===== config.mk =====
export PLATFORM = sky130hd
export DESIGN_NAME = key_debounce_multi
export DESIGN_NICKNAME = d
export VERILOG_FILES = /design/src/rtl/key_pkg.sv /design/src/rtl/key_debounce_ch.sv /design/src/rtl/key_debounce_multi.sv
export SDC_FILE = /design/constraint.sdc
export NUM_CORES = 1
export LEC_CHECK = 0
export ABC_CLOCK_PERIOD_IN_PS = 2700
export CAP_MARGIN = 0
export CORE_MARGIN = 5
export CORE_UTILIZATION = 35
export CTS_BUF_LIST = sky130_fd_sc_hd__clkbuf_16
export CTS_CLUSTER_DIAMETER = 50
export DETAILED_ROUTE_END_ITERATION = 10
export PLACE_DENSITY = 0.54
export SETUP_SLACK_MARGIN = 0.05
export SLEW_MARGIN = 10
export SYNTH_ARGS = -nofsm -noshare
export SYNTH_HDL_FRONTEND = slang
export SYNTH_HIERARCHICAL = 1
export SYNTH_SLANG_ARGS = --single-unit

===== constraint.sdc =====
create_clock -name sys_clk -period 2.7 [get_ports sys_clk]
set_input_delay 0.54 -clock sys_clk [delete_from_list [all_inputs] [get_ports sys_clk]]
set_output_delay 0.54 -clock sys_clk [all_outputs]
set_load 0.02 [all_outputs]

===== src/rtl/key_pkg.sv =====
// Shared types and helpers for the push-button conditioning bank.
// Provides cycle-count helpers, counter width helper and key_evt_t.
package key_pkg;

  localparam int unsigned CLK_HZ_DEF = 50_000_000;

  function automatic int unsigned ms_to_cycles(
    input int unsigned clk_hz,
    input int unsigned ms
  );
    return (clk_hz / 1000) * ms;
  endfunction

  // Width of a counter that must hold values 0..n-1.
  function automatic int cnt_w(input int n);
    return (n <= 2) ? 1 : $clog2(n);
  endfunction

  localparam int unsigned DEB_20MS_50M =
    ms_to_cycles(CLK_HZ_DEF, 20);
  localparam int unsigned LONG_1S_50M =
    ms_to_cycles(CLK_HZ_DEF, 1000);

  typedef struct packed {
    logic state;
    logic press;
    logic rel;
    logic long_p;
  } key_evt_t;

endpackage


===== src/rtl/key_debounce_ch.sv =====
// One key channel: 2-FF sync, debounce, edge pulses, long-press/repeat.
// Ports: clk, rst_n (async low), key_in (raw pin), evt_o (key_evt_t).
// Repeat pulses built only with KEY_DEBOUNCE_MULTI_REPEAT_EN defined.
module key_debounce_ch
  import key_pkg::*;
#(
  parameter int DEB_CNT        = 1_000_000,
  parameter int LONG_CNT       = 50_000_000,
  parameter int REPEAT_CNT     = 10_000_000,
  parameter bit KEY_ACTIVE_LOW = 1'b1
) (
  input  logic     clk,
  input  logic     rst_n,
  input  logic     key_in,
  output key_evt_t evt_o
);

  if (DEB_CNT < 2 || LONG_CNT < 2 || REPEAT_CNT < 1)
  begin : g_bad_cfg
    $error("key_debounce_ch: bad count parameter");
  end

  localparam int DW = cnt_w(DEB_CNT);
  localparam int LW = cnt_w(LONG_CNT);

  localparam logic [DW-1:0] DEB_LAST  = DW'(DEB_CNT - 1);
  localparam logic [LW-1:0] HOLD_LAST = LW'(LONG_CNT - 1);
  localparam logic [LW-1:0] HOLD_ARM  = LW'(LONG_CNT - 2);

  logic          s1_q, s1_d;
  logic          s2_q, s2_d;
  logic          state_q, state_d;
  logic          press_q, press_d;
  logic          rel_q, rel_d;
  logic          long_q, long_d;
  logic [DW-1:0] deb_q, deb_d;
  logic [LW-1:0] hold_q, hold_d;

`ifdef KEY_DEBOUNCE_MULTI_REPEAT_EN
  localparam int RW = cnt_w(REPEAT_CNT);
  localparam logic [RW-1:0] REP_LAST = RW'(REPEAT_CNT - 1);
  logic [RW-1:0] rep_q, rep_d;
`endif

  always_comb begin
    s1_d    = key_in ^ KEY_ACTIVE_LOW;
    s2_d    = s1_q;
    state_d = state_q;
    deb_d   = deb_q;
    hold_d  = hold_q;
    press_d = 1'b0;
    rel_d   = 1'b0;
    long_d  = 1'b0;

    if (s2_q == state_q) begin
      deb_d = '0;
    end else if (deb_q == DEB_LAST) begin
      state_d = s2_q;
      deb_d   = '0;
      press_d = s2_q;
      rel_d   = ~s2_q;
    end else begin
      deb_d = deb_q + DW'(1);
    end

    // Held count starts the cycle after the press commits and
    // saturates, so the first long pulse lands at press+LONG_CNT-1.
    if (!state_q) begin
      hold_d = '0;
    end else if (hold_q != HOLD_LAST) begin
      hold_d = hold_q + LW'(1);
    end

    if (state_q && state_d && hold_q == HOLD_ARM) begin
      long_d = 1'b1;
    end

`ifdef KEY_DEBOUNCE_MULTI_REPEAT_EN
    rep_d = rep_q;
    if (!state_q) begin
      rep_d = '0;
    end else if (hold_q == HOLD_LAST) begin
      if (rep_q == REP_LAST) begin
        rep_d  = '0;
        long_d = state_d;
      end else begin
        rep_d = rep_q + RW'(1);
      end
    end
`endif
  end

  always_ff @(posedge clk or negedge rst_n) begin
    if (!rst_n) begin
      s1_q    <= 1'b0;
      s2_q    <= 1'b0;
      state_q <= 1'b0;
      press_q <= 1'b0;
      rel_q   <= 1'b0;
      long_q  <= 1'b0;
      deb_q   <= '0;
      hold_q  <= '0;
    end else begin
      s1_q    <= s1_d;
      s2_q    <= s2_d;
      state_q <= state_d;
      press_q <= press_d;
      rel_q   <= rel_d;
      long_q  <= long_d;
      deb_q   <= deb_d;
      hold_q  <= hold_d;
    end
  end

`ifdef KEY_DEBOUNCE_MULTI_REPEAT_EN
  always_ff @(posedge clk or negedge rst_n) begin
    if (!rst_n) begin
      rep_q <= '0;
    end else begin
      rep_q <= rep_d;
    end
  end
`endif

  assign evt_o = '{
    state:  state_q,
    press:  press_q,
    rel:    rel_q,
    long_p: long_q
  };

endmodule


===== src/rtl/key_debounce_multi.sv =====
// N-channel key conditioner: debounced level, press/release, long pulses.
// Ports: sys_clk, sys_rst_n, key_in[N], key_state/press/release/long[N].
// Auto-repeat on key_long enabled by KEY_DEBOUNCE_MULTI_REPEAT_EN.
module key_debounce_multi
  import key_pkg::*;
#(
  parameter int NUM_KEYS       = 4,
  parameter int DEB_CNT        = 1_000_000,
  parameter int LONG_CNT       = 50_000_000,
  parameter int REPEAT_CNT     = 10_000_000,
  parameter bit KEY_ACTIVE_LOW = 1'b1
) (
  input  logic                sys_clk,
  input  logic                sys_rst_n,
  input  logic [NUM_KEYS-1:0] key_in,
  output logic [NUM_KEYS-1:0] key_state,
  output logic [NUM_KEYS-1:0] key_press,
  output logic [NUM_KEYS-1:0] key_release,
  output logic [NUM_KEYS-1:0] key_long
);

  if (NUM_KEYS < 1 || NUM_KEYS > 32) begin : g_bad_nk
    $error("key_debounce_multi: NUM_KEYS out of range");
  end

  for (genvar i = 0; i < NUM_KEYS; i++) begin : g_ch
    key_evt_t evt;

    key_debounce_ch #(
      .DEB_CNT        (DEB_CNT),
      .LONG_CNT       (LONG_CNT),
      .REPEAT_CNT     (REPEAT_CNT),
      .KEY_ACTIVE_LOW (KEY_ACTIVE_LOW)
    ) u_ch (
      .clk    (sys_clk),
      .rst_n  (sys_rst_n),
      .key_in (key_in[i]),
      .evt_o  (evt)
    );

    assign key_state[i]   = evt.state;
    assign key_press[i]   = evt.press;
    assign key_release[i] = evt.rel;
    assign key_long[i]    = evt.long_p;
  end

endmodule


==> flow_summary.toml, run 1 <==
[global_route]
grt_remaining_overflow = 0
first_global_vias = 7151
grt_usage_pct = 12.0
grt_pass1_wl_um = 34500
grt_start_max_net_pins = 66
antenna_violations_before_repair = 0

[die]
start_util_pct = 35.4
core_region_area_sq_um = 28700
die_width_um = 180
floorplan.die.height_um = 180
floorplan.rows = 62
die_area_sq_um = 32500
io_pins = 22

[synthesis]
mappedNetlistArea_sq_um = 10200
yosysTopAreaCellShare_pct = 51.2
synthesis.instances = 1029
synth_top_cell_by_area = "dfrtp_1"
synth.ff_latch_count = 208
async_reset_ff_share_pct = 100
dominantRegCellSynth = "dfrtp_1"
synth_enable_flop_cells = 0
yosys_warnings = 6
synth_nets = 1047
post_synth.cell_area_avg_sq_um = 9.87
most_area_consuming_cells_after_synthesis = "dfrtp_1, xor2_1, nor2_1"
synth.distinct_cells = 48
seq_area_frac_synth_pct = 51.2

[pwr]
pwr_density_cell_nw_per_um2 = 637
clock_power_share_pct = 56.4
combinational_power_share_pct = 1.7
peakVddDrop_v = 0.000454
switchingPower_uw = 1580
seq_power_share_pct = 41.9
power_switching_share_pct = 20.9
power.static_leakage_uw = 0.00467
internal_power_uw = 5960

[critical_path]
launching_point_of_the_worst_reg2reg_path = "g_ch[1].u_ch/hold_q[0]"
r2r_cells = 5
critPathKind = "reg -> out"
arrival_ns = 1.76
cell_chain_critical_path = "clkdlybuf4s50_1"
critical_path.top_delay_family = "buffers and inverters"
setup.reg_to_reg.worst_slack_ns = 0.52
path_depth = 1
critical_path.slowest_cell = "clkdlybuf4s50_1"
timing.critical_path.required_ns = 2.16
worst-path-max-fanout = 11
critical_path.max_stage_delay_ns = 0.67
crit_path_start_kind = "register"
critPathCaptureType = "output port"
r2r_end = "g_ch[1].u_ch/hold_q[22]"
path_buf_inv = 1

[layout]
count_of_nets_after_finishing = 1068
flow.area_growth_from_synthesis_pct = 16.6
fillers = 2797
sequential_cell_area_sq_um = 5200
layout-drive-gt1-share_pct = 8.75
mostFrequentLayoutCell = "dfrtp_1"
layout.cells.most_common_list = "dfrtp_1, nor2_1, nand3_1, xor2_1, nand2_1"
multi_input_area_sq_um = 4590
n_antenna_cell = 0

[clocking]
clock-sinks = 208
htree_levels = 1
cts-root-to-sink-buffers = 3
clk_latency_ns = 0.55
clkSlewWorstSetupHoldPaths_ns = 0.06
cts_buffers = 30
cts_repair_resize_count = 0
tritoncts = "yes"
cts.root.buffer_cell = "clkbuf_16"
post_cts_buffers = 0

[timing]
clock-skew-final_ns = 0.0189
timing.fmax_mhz = 434
final-setup-viol-count = 0
setup_repair_after_global_routing_missed_its_margin = "false"
timing.slew.headroom_pct = 43.5
worst_slew_pin_slew_ns = 0.840
report.final.hold_viol_count = 0
layout_setup_ws_ns = 0.398
slew_viol_final = 0
final.period_utilization_pct = 85.3
final_period_minus_worst_setup_slack_ns = 2.30
setup_total_negative_slack_ns = 0

[hold_path]
holdCritStartpoint = "g_ch[0].u_ch/s1_q"
min_path_type = "reg -> reg"
timing.hold.worst_path_depth = 0
min_to = "g_ch[0].u_ch/s2_q"

[outcome]
status = "complete, no violations"

[routing]
detail_route.first_pass.iterations = 4
postRouteAntennaNets = 0
initialDrtViolationCount = 473
dr_total_vias = 7226
drt-vias-per-instance = 4.96
dr_drc_count = 0
wl_per_cell_um = 13.3
wirelength_um = 19300

[placed_design]
place_ws_ns = 0.526
hpwl_um = 12500
rd_place_congestion = 0.771
place.port_buffers = 21

[job]
maxCapViolCount = 0
## cell families after synthesis
group | after synthesis | synth area share, %
compound gates | 98 | 5.73
xor+xnor | 125 | 10.8
fa+ha+maj | 12 | 1.48
buf+inv | 78 | 3.56
flops | 208 | 51.2
mux | 9 | 0.936
simple gates | 499 | 26.3
## routing by layer
| metal | wire [um] | GRT usage [%] | vias up |
|---|---|---|---|
| met5 | 0 | 0 | - |
| met4 | 493 | 3.39 | 0 |
| met3 | 589 | 2.18 | 34 |
| met2 | 8460 | 18.8 | 70 |
| met1 | 9800 | 17.2 | 3452 |
| li1 | - | - | 3670 |
## state kept, by name, summed over array words and instances (netlist names)
register,count
g_ch.u_ch/s2_q,4
g_ch.u_ch/s1_q,4
g_ch.u_ch/press_q,4
g_ch.u_ch/hold_q,104
g_ch.u_ch/state_q,4
g_ch.u_ch/deb_q,80
g_ch.u_ch/long_q,4
g_ch.u_ch/rel_q,4
## power by group through the flow
| stage | Clock (uW) | Combinational, uW | Sequential (uW) |
|---|---|---|---|
| after detailed placement | 0 | 134 | 3210 |
| after floorplan | 0 | 37.8 | 3210 |
| after global routing | 4520 | 151 | 3160 |
| after CTS | 4400 | 135 | 3160 |
| after global placement | 0 | 133 | 3210 |
| final | 4250 | 127 | 3160 |
## layout make-up
| class | instances | area share, % |
|---|---|---|
| Multi-Input combinational cell | 743 | 38.8 |
| Timing Repair Buffer | 34 | 2.87 |
| Clock inverter | 26 | 2.95 |
| Sequential cell | 208 | 44.0 |
| Tap cell | 384 | 4.06 |
| Clock buffer | 30 | 6.34 |
| Inverter | 33 | 1.05 |
## timing repair
| action | in CTS | in global routing |
|---|---|---|
| hold endpoints to repair | 61 | 0 |
| endpoints found under the setup margin | 0 | 0 |
| hold buffers | 1 | 0 |
## Yosys cell counts (5+ instances only)
cell type and n:
a21oi_1 34, a31oi_1 12, and3_1 18, and4_1 10, buf_1 6, buf_4 16
clkbuf_1 16, dfrtp_1 208, ha_1 12, inv_1 30, mux2i_1 5, nand2_1 61
nand2b_1 5, nand3_1 68, nand4_1 52, nor2_1 151, nor3_1 25, nor4_1 30
nor4b_1 6, o21ai_0 31, o31ai_1 9, or3_1 27, or4_1 11, xnor2_1 59
xor2_1 66
## per-stage QoR
| step | cell area (sq um) | hold WS (ns) | cells | utilization, % | total power (uW) |
|---|---|---|---|---|---|
| final | 11800 | 0.331 | 1458 | 41.3 | 7540 |
| after floorplan | 10200 | 0.244 | 1029 | - | 3250 |
| after global routing | 11800 | 0.333 | 1458 | 41.3 | 7840 |
| after global placement | 10700 | 0.334 | 1401 | 37.4 | 3350 |
| after CTS | 11800 | 0.329 | 1458 | 41.3 | 7700 |
| after detailed placement | 10700 | 0.335 | 1401 | 37.4 | 3350 |
## worst max path at each step
stage,start,to,slack (ns)
global route,g_ch[1].u_ch/hold_q[0],g_ch[1].u_ch/hold_q[24],0.31
finish,g_ch[3].u_ch/state_q,key_state[3],0.40
detailed placement,g_ch[1].u_ch/hold_q[0],g_ch[1].u_ch/hold_q[22],0.53
floorplan,g_ch[1].u_ch/deb_q[0],g_ch[1].u_ch/deb_q[18],0.71
global placement,g_ch[1].u_ch/hold_q[0],g_ch[1].u_ch/hold_q[22],0.61
CTS,g_ch[0].u_ch/state_q,key_state[0],0.34
No activity file was read; power rests on OpenSTA's default activity.
==> run 2: changes to the inputs <==
--- a/config.mk
+++ b/config.mk
@@ -12,8 +12,10 @@
 export CTS_BUF_LIST = sky130_fd_sc_hd__clkbuf_16
 export CTS_CLUSTER_DIAMETER = 50
 export DETAILED_ROUTE_END_ITERATION = 10
-export PLACE_DENSITY = 0.54
+export DONT_BUFFER_PORTS = 1
+export PLACE_DENSITY = 0.53
 export SETUP_SLACK_MARGIN = 0.05
+export SKIP_LAST_GASP = 1
 export SLEW_MARGIN = 10
 export SYNTH_ARGS = -nofsm -noshare
 export SYNTH_HDL_FRONTEND = slang
==> flow_summary.toml, run 2 (synthesis gave the netlist of run 1 again) <==
[critical_path]
crit_path_start_kind = "register"
cell_chain_critical_path = "ha_1 -> and3_1 -> nand4_1 -> or4_1 -> a21oi_1"
worst-path-max-fanout = 11
critical_path.slowest_cell = "or4_1"
r2r_cells = 5
setup.reg_to_reg.worst_slack_ns = 0.55
critical_path.max_stage_delay_ns = 0.57
timing.critical_path.required_ns = 3.14
critPathKind = "reg -> reg"
critPathCaptureType = "register"
r2r_end = "g_ch[1].u_ch/hold_q[22]"
launching_point_of_the_worst_reg2reg_path = "g_ch[1].u_ch/hold_q[0]"
arrival_ns = 2.59

[layout]
layout.cells.most_common_list = "dfrtp_1, nor2_1, nand3_1, xor2_1, nand2_1"
final_area_sq_um = 11400
biggestRegsByFlops = "g_ch.u_ch/hold_q (104), g_ch.u_ch/deb_q (80)"
fillers = 2801
mostFrequentLayoutCell = "dfrtp_1"
flip_flop_count_of_the_largest_register_all_copies_and_words_added = 104
sequential_cell_area_sq_um = 5200
largest-register = "g_ch.u_ch/hold_q"
post_layout_nonfiller_instances = 1430
multi_input_area_sq_um = 4590
layout-drive-gt1-share_pct = 8.22
n_antenna_cell = 0
count_of_nets_after_finishing = 1042
flow.area_growth_from_synthesis_pct = 12.7

[die]
floorplan.die.height_um = 180
floorplan.rows = 62
die_width_um = 180
die_area_sq_um = 32500
core_region_area_sq_um = 28700
start_util_pct = 35.4
io_pins = 22

[pwr]
pwr_density_cell_nw_per_um2 = 611
power.static_leakage_uw = 0.00449
peakVddDrop_v = 0.000528

[timing]
timing.slew.headroom_pct = 48.6
layout_setup_ws_ns = 0.553
slew_viol_final = 0
worst_slew_pin_slew_ns = 0.770
final_period_minus_worst_setup_slack_ns = 2.15
timing.fmax_mhz = 466
final-setup-viol-count = 0
report.final.hold_viol_count = 208
setup_total_negative_slack_ns = 0
setup_repair_after_global_routing_missed_its_margin = "false"
hold_ws_ns = -0.281
clock-skew-final_ns = 0.00839
final.period_utilization_pct = 79.5

[placed_design]
cell_count_post_placement = 1376
hpwl_um = 12200
place.port_buffers = 0
rd_place_congestion = 0.765
place_ws_ns = 0.561
dpl-instance-area_sq_um = 10500

[clocking]
cts.root.buffer_cell = "clkbuf_16"
htree_levels = 1
clkSlewWorstSetupHoldPaths_ns = 0.05
post_cts_buffers = 0
clk_latency_ns = 0.53
cts_buffers = 30
cts-root-to-sink-buffers = 3
cts_repair_resize_count = 0
tritoncts = "yes"
clock-sinks = 208

[routing]
dr_total_vias = 7115
dr_drc_count = 0
detail_route.first_pass.iterations = 4
wirelength_um = 19100
postRouteAntennaNets = 0
initialDrtViolationCount = 452
drt-vias-per-instance = 4.98
wl_per_cell_um = 13.4

[outcome]
status = "finished with violations"
failed_checks = "negative hold slack"

[global_route]
grt_start_max_net_pins = 209
antenna_violations_before_repair = 0
first_global_vias = 6981
grt_usage_pct = 11.7
grt_pass1_wl_um = 33600
grt_remaining_overflow = 0

[job]
maxCapViolCount = 0

[hold_path]
min_path_type = "in -> async"
## run 2: cell types whose count changed in the layout (fill, tap and decap cells not counted), sizes merged
cell	before	now
clkdlybuf4s50	20	0
buf	13	8
bufinv	8	3
clkinvlp	3	6
clkinv	13	11
clkbuf	30	31
dlygate4sd3	1	0
inv	35	36
## run 2: worst max-delay path: cells and delay by family (launching register included)
family | cells | cell delay (ns)
and+or+nand+nor | 3 | 1.24
DFF | 1 | 0.41
adders and majority gates | 1 | 0.25
AOI/OAI and AO/OA | 1 | 0.15
## run 2: routing by layer
layer  up-vias  track usage, %  part of all wire, %
met3        28            2.10                  3.4
met4         0            3.48                  2.0
met5         -               0                    0
met2        70            18.7                   45
met1      3413            16.3                   50
li1       3604               -                    -
## run 2: report_power, final
| group | leakage (uW) | switching [uW] | internal [uW] |
|---|---|---|---|
| registers | 0.00288 | 20.3 | 3140 |
| clock network | 0.000470 | 1420 | 2370 |
| logic | 0.00114 | 29.3 | 19.4 |
## run 2: metrics by stage
step / total power [uW] / utilization, %
2_1_floorplan: 3250 / -
3_3_place_gp: 3260 / 36.5
3_5_place_dp: 3270 / 36.5
4_1_cts: 7130 / 39.9
5_1_grt: 7280 / 39.9
6_report: 6990 / 39.9
## run 2: worst max path at each step
stage                           startpoint                       to  slack (ns)
floorplan            g_ch[1].u_ch/deb_q[0]   g_ch[1].u_ch/deb_q[18]        0.71
global placement    g_ch[1].u_ch/hold_q[0]  g_ch[1].u_ch/hold_q[22]        0.60
detailed placement  g_ch[1].u_ch/hold_q[0]  g_ch[1].u_ch/hold_q[24]        0.56
CTS                 g_ch[1].u_ch/hold_q[0]  g_ch[1].u_ch/hold_q[22]        0.53
global route        g_ch[1].u_ch/hold_q[0]  g_ch[1].u_ch/hold_q[24]        0.31
finish              g_ch[1].u_ch/hold_q[0]  g_ch[1].u_ch/hold_q[22]        0.55
## run 2: layout make-up
cell class                 count  share of cell area [%]
clock buffer                  31                    6.78
clock inverter                23                    1.84
inverter                      33                    1.08
multi-input combinational    743                    40.1
sequential                   208                    45.5
tap                          384                    4.20
timing repair buffer           8                   0.525
==> run 3: changes to the inputs <==
--- a/config.mk
+++ b/config.mk
@@ -5,7 +5,7 @@
 export SDC_FILE = /design/constraint.sdc
 export NUM_CORES = 1
 export LEC_CHECK = 0
-export ABC_CLOCK_PERIOD_IN_PS = 2700
+export ABC_CLOCK_PERIOD_IN_PS = 2150
 export CAP_MARGIN = 0
 export CORE_MARGIN = 5
 export CORE_UTILIZATION = 35
==> constraint.sdc (replaced) <==
create_clock -name sys_clk -period 2.15 [get_ports sys_clk]
set_input_delay 0.43 -clock sys_clk [delete_from_list [all_inputs] [get_ports sys_clk]]
set_output_delay 0.43 -clock sys_clk [all_outputs]
set_load 0.02 [all_outputs]
==> flow_summary.toml, run 3 (synthesis gave the netlist of run 1 again) <==
[outcome]
status = "finished with violations"
failed_checks = "negative hold slack"

[pwr]
combinational_power_share_pct = 0.9
internal_power_uw = 6830
clock_power_share_pct = 53.3
power.static_leakage_uw = 0.00464
pwr_density_cell_nw_per_um2 = 741
peakVddDrop_v = 0.000593
power_switching_share_pct = 21.1
seq_power_share_pct = 45.8
switchingPower_uw = 1830

[critical_path]
endpoint = "g_ch[1].u_ch/deb_q[14]"
r2r_cells = 6
critPathKind = "reg -> reg"
arrival_ns = 2.48
timing.critical_path.required_ns = 2.60
critPathCaptureType = "register"
launching_point_of_the_worst_reg2reg_path = "g_ch[1].u_ch/deb_q[0]"
worst-path-max-fanout = 6
timing.critical_path.from = "g_ch[1].u_ch/deb_q[0]"
crit_path_start_kind = "register"
setup.reg_to_reg.worst_slack_ns = 0.12
r2r_end = "g_ch[1].u_ch/deb_q[14]"

[routing]
dr_total_vias = 7297
dr_drc_count = 0
detail_route.first_pass.iterations = 4
wl_per_cell_um = 13.1
drt-vias-per-instance = 5.00
wirelength_um = 19100
postRouteAntennaNets = 0
initialDrtViolationCount = 444

[job]
maxCapViolCount = 0

[global_route]
grt_pass1_wl_um = 34000
grt_start_max_net_pins = 209
first_global_vias = 7152
grt_remaining_overflow = 0
grt_usage_pct = 11.8
antenna_violations_before_repair = 0

[die]
die_width_um = 180
io_pins = 22
core_region_area_sq_um = 28700
die_area_sq_um = 32500
floorplan.rows = 62
floorplan.die.height_um = 180
start_util_pct = 35.4

[clocking]
cts_buffers = 30
clock-sinks = 208
htree_levels = 1
cts.hold.buffers_added = 4
cts.root.buffer_cell = "clkbuf_16"
clkSlewWorstSetupHoldPaths_ns = 0.06
tritoncts = "yes"
cts-root-to-sink-buffers = 3
clk_latency_ns = 0.53

[layout]
layout-drive-gt1-share_pct = 10.4
flip_flop_count_of_the_largest_register_all_copies_and_words_added = 104
post_layout_nonfiller_instances = 1460
share_of_the_core_filled_with_cells_pct = 40.7
biggestRegsByFlops = "g_ch.u_ch/hold_q (104), g_ch.u_ch/deb_q (80)"
flow.area_growth_from_synthesis_pct = 15.0
layout.cells.most_common_list = "dfrtp_1, nor2_1, nand3_1, xor2_1, nand2_1"
n_antenna_cell = 0
count_of_nets_after_finishing = 1071
mostFrequentLayoutCell = "dfrtp_1"
largest-register = "g_ch.u_ch/hold_q"

[timing]
final-setup-viol-count = 0
worst_slew_pin_slew_ns = 0.767
setup_repair_after_global_routing_missed_its_margin = "false"
timing.slew.headroom_pct = 48.8
clock-skew-final_ns = 0.0131
setup_total_negative_slack_ns = 0
hold_ws_ns = -0.392
final.period_utilization_pct = 94.3
slew_viol_final = 0
final_period_minus_worst_setup_slack_ns = 2.03
report.final.hold_viol_count = 208
timing.fmax_mhz = 493

[placed_design]
rd_place_congestion = 0.733
cell_count_post_placement = 1400
place.port_buffers = 0
hpwl_um = 12200

[hold_path]
min_path_type = "in -> async"
==> run 3: worst min path at each step <==
stage | from | end | slack (ns) | cells after the start
detailed placement | sys_rst_n | g_ch[0].u_ch/s1_q | 0.15 | 0
finish | sys_rst_n | g_ch[1].u_ch/s1_q | -0.39 | 0
global placement | sys_rst_n | g_ch[0].u_ch/s1_q | 0.15 | 0
global route | sys_rst_n | g_ch[0].u_ch/s1_q | -0.43 | 0
CTS | sys_rst_n | g_ch[0].u_ch/s1_q | -0.43 | 0
floorplan | sys_rst_n | g_ch[0].u_ch/deb_q[0] | 0.13 | 0
==> run 3: routing by layer <==
layer / wire length, um / track usage [%] / vias up
met1: 9510 / 16.6 / 3540
met2: 8700 / 18.7 / 60
met5: 0 / 0 / -
li1: - / - / 3676
met4: 314 / 3.33 / 0
met3: 608 / 1.98 / 21
==> run 3: worst max-delay path, cell delays in order (launching register included) <==
cell	delay [ns]
dfrtp_1	0.39
ha_2	0.22
nand3_1	0.13
or4_4	0.55
buf_4	0.17
or3_1	0.34
a21oi_1	0.16
==> run 3: power groups by stage <==
stage	clock, uW	combinational (uW)	sequential [uW]
finish	4620	78.4	3970
floorplan	0	47.4	4030
detailed placement	0	71.6	4040
global route	4960	89.7	3970
global placement	0	71.8	4040
CTS	4790	78.0	3970
==> run 3: cell type report <==
type                       instances  area [sq um]
fill                            2855         17000
sequential                       208          5200
multi-input combinational        743          4600
clock buffer                      31           776
tap                              384           480
timing repair buffer              37           313
clock inverter                    24           186
inverter                          33           124
==> run 3: timing repair <==
| item | CTS | global route |
|---|---|---|
| gates resized for setup | 0 | 3 |
| setup endpoints to repair | 0 | 2 |
| buffers inserted | 0 | 1 |
| endpoints found under the hold margin | 212 | 208 |
==> run 3: through the flow <==
step | setup slack, ns | total power [uW] | hold slack (ns) | cell area, sq um
finish | 0.122 | 8660 | -0.392 | 11700
CTS | 0.127 | 8830 | -0.427 | 11700
global placement | 0.183 | 4110 | 0.148 | 10700
global route | 0.0563 | 9020 | -0.428 | 11700
floorplan | 0.162 | 4080 | 0.134 | 10200
detailed placement | 0.140 | 4110 | 0.149 | 10700
